--- src/rtl/blink_period_sched_if.sv ---
// ---------------------------------------------------------------------------
// blink_period_sched_if
//   Groups the button input and the blink/status outputs of
//   blink_period_sched into one bundle.
//
//   btn         debounced button level, 1 = pressed        (master -> slave)
//   led_out     blink output, 1 = second half of period    (slave -> master)
//   period_out  currently active period in clk cycles      (slave -> master)
//   applied     one-cycle pulse: a new period was committed
//   sat         one-cycle pulse: a halve was clamped/dropped at the floor
//   busy        a period-change request is pending
// ---------------------------------------------------------------------------
interface blink_period_sched_if #(
  parameter int unsigned WIDTH = 32
);
  logic             btn;
  logic             led_out;
  logic [WIDTH-1:0] period_out;
  logic             applied;
  logic             sat;
  logic             busy;

  // Master drives the button and observes the scheduler.
  modport master (
    output btn,
    input  led_out,
    input  period_out,
    input  applied,
    input  sat,
    input  busy
  );

  // Slave is the scheduler itself.
  modport slave (
    input  btn,
    output led_out,
    output period_out,
    output applied,
    output sat,
    output busy
  );
endinterface

--- src/rtl/blink_period_sched.sv ---
// ---------------------------------------------------------------------------
// blink_period_sched
//   Turns a debounced button level into period-change requests and owns the
//   blink period counter. A short press halves the period (floored at
//   MIN_PERIOD); a long press restores DEFAULT_PERIOD. Changes are only
//   committed on the last cycle of a blink period so the LED never glitches.
//
//   clk    system clock
//   reset  synchronous, active-high reset
//   sched  blink_period_sched_if.slave:
//            btn (in), led_out, period_out, applied, sat, busy (out)
// ---------------------------------------------------------------------------
module blink_period_sched #(
  parameter int unsigned WIDTH          = 32,
  parameter int unsigned DEFAULT_PERIOD = 48000000,
  parameter int unsigned MIN_PERIOD     = 48,
  parameter int unsigned LONG_PRESS     = 48000000
) (
  input  logic                 clk,
  input  logic                 reset,
  blink_period_sched_if.slave  sched
);

  // Hold counter only needs to reach LONG_PRESS; it saturates at all-ones.
  localparam int unsigned HOLD_W = (LONG_PRESS < 2) ? 1 : $clog2(LONG_PRESS + 1);

  localparam logic [WIDTH-1:0]  P_DEFAULT = WIDTH'(DEFAULT_PERIOD);
  localparam logic [WIDTH-1:0]  P_MIN     = WIDTH'(MIN_PERIOD);
  localparam logic [WIDTH-1:0]  P_ONE     = WIDTH'(1);
  localparam logic [HOLD_W-1:0] P_LONG    = HOLD_W'(LONG_PRESS);
  localparam logic [HOLD_W-1:0] P_HOLD1   = HOLD_W'(1);

  typedef enum logic [1:0] {
    S_IDLE,
    S_PRESSED,
    S_HELD
  } state_t;

  // -------------------------------------------------------------------------
  // Declarations
  // -------------------------------------------------------------------------
  logic              r_btn_q;
  logic              w_rise;
  logic              w_fall;

  state_t            r_state;
  state_t            w_state_next;
  logic [HOLD_W-1:0] r_hold_cnt;
  logic [HOLD_W-1:0] w_hold_next;
  logic              w_post_halve;
  logic              w_post_restore;
  logic              r_req_halve;
  logic              r_req_restore;

  logic              r_pend_restore;
  logic [1:0]        r_pend_shift;
  logic              w_pend_restore_next;
  logic [1:0]        w_pend_shift_next;
  logic              w_busy;

  logic [WIDTH-1:0]  r_cnt;
  logic [WIDTH-1:0]  r_period;
  logic [WIDTH-1:0]  w_cnt_next;
  logic [WIDTH-1:0]  w_period_next;
  logic [WIDTH-1:0]  w_shifted;
  logic [WIDTH-1:0]  w_new_period;
  logic              w_wrap;
  logic              w_commit;
  logic              w_clamp;

  logic              r_led;
  logic              r_applied;
  logic              r_sat;

  // -------------------------------------------------------------------------
  // Button edge detect. r_btn_q resets high so a button held through reset
  // release produces no rise until it has been released once.
  // -------------------------------------------------------------------------
  always_ff @(posedge clk) begin
    if (reset) begin
      r_btn_q <= 1'b1;
    end else begin
      r_btn_q <= sched.btn;
    end
  end

  assign w_rise = sched.btn & ~r_btn_q;
  assign w_fall = ~sched.btn & r_btn_q;

  // -------------------------------------------------------------------------
  // Press FSM: state register
  // -------------------------------------------------------------------------
  always_ff @(posedge clk) begin
    if (reset) begin
      r_state    <= S_IDLE;
      r_hold_cnt <= '0;
    end else begin
      r_state    <= w_state_next;
      r_hold_cnt <= w_hold_next;
    end
  end

  // -------------------------------------------------------------------------
  // Press FSM: next state
  // -------------------------------------------------------------------------
  always_comb begin
    w_state_next = r_state;
    unique case (r_state)
      S_IDLE: begin
        if (w_rise) w_state_next = S_PRESSED;
      end
      S_PRESSED: begin
        // A release on the very cycle the long press is reached goes straight
        // back to IDLE; otherwise HELD would wait for a fall already seen.
        if (r_hold_cnt >= P_LONG) w_state_next = w_fall ? S_IDLE : S_HELD;
        else if (w_fall)          w_state_next = S_IDLE;
      end
      S_HELD: begin
        if (w_fall) w_state_next = S_IDLE;
      end
      default: w_state_next = S_IDLE;
    endcase
  end

  // -------------------------------------------------------------------------
  // Press FSM: outputs (hold counter update and request posting)
  // -------------------------------------------------------------------------
  always_comb begin
    w_hold_next    = r_hold_cnt;
    w_post_halve   = 1'b0;
    w_post_restore = 1'b0;
    unique case (r_state)
      S_IDLE: begin
        if (w_rise) w_hold_next = P_HOLD1;
      end
      S_PRESSED: begin
        if (r_hold_cnt != '1) w_hold_next = r_hold_cnt + P_HOLD1;
        // Long press wins over a simultaneous release.
        if (r_hold_cnt >= P_LONG) w_post_restore = 1'b1;
        else if (w_fall)          w_post_halve   = 1'b1;
      end
      default: ;
    endcase
  end

  // Registered request pulses; these are what update the pending state.
  always_ff @(posedge clk) begin
    if (reset) begin
      r_req_halve   <= 1'b0;
      r_req_restore <= 1'b0;
    end else begin
      r_req_halve   <= w_post_halve;
      r_req_restore <= w_post_restore;
    end
  end

  // -------------------------------------------------------------------------
  // Blink counter and commit datapath
  // -------------------------------------------------------------------------
  assign w_busy   = r_pend_restore | (r_pend_shift != 2'd0);
  assign w_wrap   = (r_cnt == (r_period - P_ONE));
  assign w_commit = w_wrap & w_busy;

  assign w_shifted    = r_period >> r_pend_shift;
  assign w_clamp      = ~r_pend_restore & (w_shifted < P_MIN);
  assign w_new_period = r_pend_restore ? P_DEFAULT :
                        (w_clamp ? P_MIN : w_shifted);

  assign w_cnt_next    = w_wrap ? '0 : (r_cnt + P_ONE);
  assign w_period_next = w_commit ? w_new_period : r_period;

  // Pending state: a commit clears first, then a request arriving on the
  // same cycle is applied on top so it survives into the next period.
  always_comb begin
    w_pend_restore_next = w_commit ? 1'b0 : r_pend_restore;
    w_pend_shift_next   = w_commit ? 2'd0 : r_pend_shift;
    if (r_req_restore) begin
      w_pend_restore_next = 1'b1;
      w_pend_shift_next   = 2'd0;
    end else if (r_req_halve && !w_pend_restore_next) begin
      if (w_pend_shift_next != 2'd3) w_pend_shift_next = w_pend_shift_next + 2'd1;
    end
  end

  always_ff @(posedge clk) begin
    if (reset) begin
      r_pend_restore <= 1'b0;
      r_pend_shift   <= 2'd0;
      r_cnt          <= '0;
      r_period       <= P_DEFAULT;
      r_led          <= 1'b0;
      r_applied      <= 1'b0;
      r_sat          <= 1'b0;
    end else begin
      r_pend_restore <= w_pend_restore_next;
      r_pend_shift   <= w_pend_shift_next;
      r_cnt          <= w_cnt_next;
      r_period       <= w_period_next;
      // Computed from next-state values so the LED is low at cnt 0 of a
      // freshly committed period without a cycle of lag.
      r_led          <= (w_cnt_next >= (w_period_next >> 1));
      r_applied      <= w_commit & (w_new_period != r_period);
      r_sat          <= w_commit & w_clamp;
    end
  end

  // -------------------------------------------------------------------------
  // Outputs
  // -------------------------------------------------------------------------
  assign sched.led_out    = r_led;
  assign sched.period_out = r_period;
  assign sched.applied    = r_applied;
  assign sched.sat        = r_sat;
  assign sched.busy       = w_busy;

endmodule

--- src/flat_wrapper.sv ---
// flat-port wrapper written by rule: the top's interface ports become plain ports
module blink_period_sched_flat 
#(
  parameter int unsigned WIDTH          = 32,
  parameter int unsigned DEFAULT_PERIOD = 48000000,
  parameter int unsigned MIN_PERIOD     = 48,
  parameter int unsigned LONG_PRESS     = 48000000
)
  (clk, reset, sched_btn, sched_led_out, sched_period_out, sched_applied, sched_sat, sched_busy);
  blink_period_sched_if #(.WIDTH(WIDTH)) sched_i ();
  input  logic clk;
  input  logic reset;
  input wire logic [$bits(sched_i.btn)-1:0] sched_btn;
  output wire logic [$bits(sched_i.led_out)-1:0] sched_led_out;
  output wire logic [$bits(sched_i.period_out)-1:0] sched_period_out;
  output wire logic [$bits(sched_i.applied)-1:0] sched_applied;
  output wire logic [$bits(sched_i.sat)-1:0] sched_sat;
  output wire logic [$bits(sched_i.busy)-1:0] sched_busy;
  assign sched_i.btn = sched_btn;
  assign sched_led_out = sched_i.led_out;
  assign sched_period_out = sched_i.period_out;
  assign sched_applied = sched_i.applied;
  assign sched_sat = sched_i.sat;
  assign sched_busy = sched_i.busy;
  blink_period_sched #(.WIDTH(WIDTH), .DEFAULT_PERIOD(DEFAULT_PERIOD), .MIN_PERIOD(MIN_PERIOD), .LONG_PRESS(LONG_PRESS)) u_core (.clk(clk), .reset(reset), .sched(sched_i));
endmodule
--- config.mk ---
export PLATFORM = sky130hd
export DESIGN_NAME = blink_period_sched_flat
export DESIGN_NICKNAME = d
export VERILOG_FILES = /design/src/rtl/blink_period_sched_if.sv /design/src/rtl/blink_period_sched.sv /design/src/flat_wrapper.sv
export SDC_FILE = /design/constraint.sdc
export NUM_CORES = 1
export LEC_CHECK = 0
export BUFFER_PORTS_ARGS = -buffer_cell sky130_fd_sc_hd__buf_4
export CORE_ASPECT_RATIO = 0.5
export CORE_MARGIN = 8
export CORE_UTILIZATION = 35
export CTS_CLUSTER_DIAMETER = 120
export DETAILED_ROUTE_END_ITERATION = 8
export SETUP_SLACK_MARGIN = 0.3
export SLEW_MARGIN = 15
export SYNTH_ARGS = -nofsm -noshare
export SYNTH_HDL_FRONTEND = slang
export SYNTH_SLANG_ARGS = --single-unit
--- constraint.sdc ---
create_clock -name clk -period 9.93 [get_ports clk]
set_input_delay 1.4895 -clock clk [delete_from_list [all_inputs] [get_ports clk]]
set_output_delay 1.4895 -clock clk [all_outputs]
set_load 0.005 [all_outputs]
==> results by group <==
Yosys
  – Yosys reg bits: 101
  – Avg Cell Area, Syn: 8.00 µm²
  – Warnings, synthesis: 0
  – Async SR Flop Fraction: 0%
  – Top_reg_cell synth: dfxtp_1
  – Leading area contributor after synthesis: dfxtp_1
  – Synth cell count leaders: 135 x nor2_1, 101 x dfxtp_1, 68 x nand2_1
  – Area contributors post-synth: dfxtp_1 24%, xor2_1 6.1%, nor2_1 6.1%, mux2i_1 5.7%, ha_1 5.3%
  – Number of synthesized flops with an enable pin: 0
  – Syn nets: 1,077
  – Sequential-to-total area share from yosys stat: between 20% and 30%
  – Most common cell in the netlist: nor2_1
  – Post-Syn Instances: about 1,000
  – Synth cell types: 73
  – Mapped Area: 8310 µm²
  – Post-synth top area share: 24.3%

Finish
  – Fraction of layout cells with a size suffix above 1: around an eighth
  – N_diodes: 0
  – Layout area overhead: 9.18%
  – Nets@finish: between 1,000 and 1,500
  – Fin cells: between 1,000 and 1,500

Clock tree
  – Gates resized, CTS repair: 0
  – Clock Latency Late Sink: 380 ps
  – H-tree levels: 3
  – Clk buf depth: 2
  – Clock slew at reported path FFs: around 80 ps
  – Number of CTS-inserted buffers: 9
  – Postcts setup bufs: 0
  – CTS tree: built
  – CTS Hold Bufs: 0
  – Clock sink count: around 100
  – Clk root buf: clkbuf_16

Timing
  – Layout Skew: about 16 ps
  – Final Hold Vio Count: 0
  – Final setup margin: between 3000 and 4000 ps
  – Worst Tran Pin Value: between 1000 and 1500 ps
  – Setup TNS: 0 ps
  – Final setup viols: 0
  – Final worst-path cycle share: between 60 and 70%
  – Slew Limit Headroom: a little under a third
  – RSZ-0062 raised after global routing: false
  – Fin crit period: between 6000 and 7000 ps
  – Slew Limit Fails: 0
  – Final hold slack: ~500 ps
  – Fmax: 153 MHz

Place
  – Placed Cells: 1,325
  – Dpl hpwl: roughly 23 mm
  – Pre-CTS WS: 3700 ps
  – GP Congestion: 0.999
  – IO buf count: 38

Setup path
  – RR Startpoint: u_core.sched.period_out[14]$_SDFF_PP1_
  – Number of cells on the critical path: 17
  – Crit Path Max Fanout: 16
  – Reg2reg end: u_core.sched.led_out$_SDFF_PP0_
  – Cell count of the worst reg-to-reg path: 17
  – Top delay family on crit path: compound AO/OA/AOI/OAI gates
  – CP Buf/Inv Count: 1
  – Reg2Reg Setup Slack: approximately 3400 ps
  – Slowest stage delay, CP: roughly 960 ps
  – CP required: ~10,000 ps
  – CP Capture Point: u_core.sched.led_out$_SDFF_PP0_
  – CP Cell Sequence: nor4_1, nand2_1, or3_1, o41ai_1, o211ai_1, nor4_4, buf_4, mux2_4, ha_1, a21o_1, a21o_1, a21oi_1, a211oi_1, o21ai_0, a41oi_1, nor2_1, a21oi_1
  – CP Class: flip-flop to flip-flop
  – CP Capture Type: flip-flop
  – Critical path launch point type: flip-flop
  – Crit-path slowest cell: nor4_1
  – Worst EP arrival: just under 7000 ps
  – CP startpoint: u_core.sched.period_out[14]$_SDFF_PP1_

Global routing
  – Initial antenna violation count: 1
  – Vias in the first global route: 6,990
  – Largest net degree at the start of global routing: 38
  – Total gr overflow: 0
  – GRT Overall Usage: 19.9%
  – First-pass GRT wire length: 44.8 mm

Power
  – Int Power: around 640 µW
  – Combinational fraction of design power: 3.8%
  – Clock share of power: between 40% and 50%
  – Total chip power: between 800 and 900 µW
  – Net Sw Frac: between 20% and 30%
  – PD cells: between 90 and 100 nW/µm²
  – Leakage: around 0.0034 µW
  – Register share of total power: approximately half
  – VDD IR max: 0.0687 mV
  – Sw power: 193 µW

Run
  – Max-cap violation count: 0

Drt
  – Final wirelength: 29.7 mm
  – Via Count: between 8,000 and 9,000
  – Met2 WL: between 10 and 15 mm
  – Residual DRC: 0
  – Drt first pass iters: 6
  – Final ANT Viol Nets: 0
  – DRT iter0 DRCs: approximately 1,100
  – Vias per Instance: 5.98
  – Top Metal Used: met5
  – WL met1: 14.9 mm
  – DR WL met3: around 4.5 mm
  – Wire per inst: 22.1 µm

Worst hold path
  – HP Class: flip-flop to flip-flop
  – Hold Path Depth: 1

Floorplan
  – Die width: 234 µm
  – Core area: about 24,000 µm²
  – Top Ports: 39
  – Die Y: between 100 and 150 µm
  – Starting Density: roughly a third
  – FP Rows: 40
  – DIE AREA: between 20,000 and 30,000 µm²

Outcome
  – Status: finished, final reports clean
metrics by stage:
| step | cell area [µm²] | util [%] |
|---|---|---|
| floorplan | 8310 | - |
| global placement | 8760 | 37.0 |
| detailed placement | 8760 | 37.0 |
| CTS | 9080 | 38.3 |
| global route | 9080 | 38.3 |
| finish | 9080 | 38.3 |
routing by layer:
metal / global-route usage [%] / vias up
met5: 0 / -
li1: - / 3746
met3: 10.6 / 17
met4: 3.06 / 2
met1: 32.1 / 3836
met2: 21.4 / 421
logic make-up after synthesis:
family / synth area share [%]
XOR/XNOR: 10.9
flip-flops: 24.3
buffers and inverters: 5.15
adder cells (fa/ha/maj): 5.27
multiplexers: 13.5
AND/OR/NAND/NOR: 27.1
AO/OA/AOI/OAI: 13.8
placed cells by master, fill, tap and decap left out, drive strengths merged, types with 5 or more instances in the layout:
| cell type | n |
|---|---|
| o32ai | 5 |
| nor2b | 13 |
| dfxtp | 101 |
| mux4 | 19 |
| a21o | 10 |
| buf | 51 |
| mux2 | 19 |
| or2 | 10 |
| nand4 | 27 |
| nor4 | 21 |
| o211ai | 5 |
| xnor2 | 45 |
| o21ai | 30 |
| nand2 | 68 |
| nor2 | 135 |
| ha | 35 |
| xor2 | 58 |
| nor4b | 6 |
| a21oi | 43 |
| and2 | 7 |
| nor3b | 6 |
| inv | 24 |
| a2111oi | 9 |
| o31ai | 8 |
| a211oi | 9 |
| or3 | 8 |
| nand3 | 38 |
| nand2b | 15 |
| a31oi | 5 |
| clkbuf | 10 |
| o31a | 5 |
| nor3 | 50 |
| or4 | 7 |
| and3 | 21 |
| mux2i | 47 |
how the worst min path moves through the flow:
| stage | slack, ps | startpoint | end |
|---|---|---|---|
| final | 500 | u_core.r_req_restore$_SDFF_PP0_ | u_core.r_pend_shift[1]$_SDFF_PP0_ |
| after global routing | 530 | u_core.r_req_restore$_SDFF_PP0_ | u_core.r_pend_shift[1]$_SDFF_PP0_ |
| after global placement | 490 | u_core.r_hold_cnt[11]$_SDFFE_PP0P_ | u_core.r_hold_cnt[11]$_SDFFE_PP0P_ |
| after CTS | 500 | u_core.r_hold_cnt[1]$_SDFFE_PP0P_ | u_core.r_hold_cnt[1]$_SDFFE_PP0P_ |
| after detailed placement | 490 | u_core.r_hold_cnt[1]$_SDFFE_PP0P_ | u_core.r_hold_cnt[1]$_SDFFE_PP0P_ |
| after floorplan | 420 | u_core.r_req_restore$_SDFF_PP0_ | u_core.r_pend_shift[1]$_SDFF_PP0_ |
power by group through the flow:
stage          sequential [µW]  clock (µW)  combinational (µW)
3_5_place_dp               418           0                31.0
4_1_cts                    409         405                31.2
3_3_place_gp               418           0                31.4
5_1_grt                    409         419                35.1
6_report                   409         390                31.8
2_1_floorplan              418           0                21.9
area by class of cell:
| type | count | area (µm²) |
|---|---|---|
| Clock buffer | 10 | 229 |
| Clock inverter | 6 | 86.3 |
| Fill cell | 2429 | 14600 |
| Inverter | 24 | 90.1 |
| Multi-Input combinational cell | 834 | 5870 |
| Sequential cell | 101 | 2020 |
| Tap cell | 315 | 394 |
| Timing Repair Buffer | 51 | 383 |
state kept, by name, indices dropped and copies added (netlist names):
signal and flops:
u_core.r_pend_restore 1, u_core.sched.applied 1, u_core.sched.led_out 1, u_core.r_req_restore 1
u_core.sched.sat 1, u_core.r_pend_shift 2, u_core.r_btn_q 1, u_core.sched.period_out 32
u_core.r_state 2, u_core.r_hold_cnt 26, u_core.r_cnt 32, u_core.r_req_halve 1
Power figures use the tool's default switching activity.
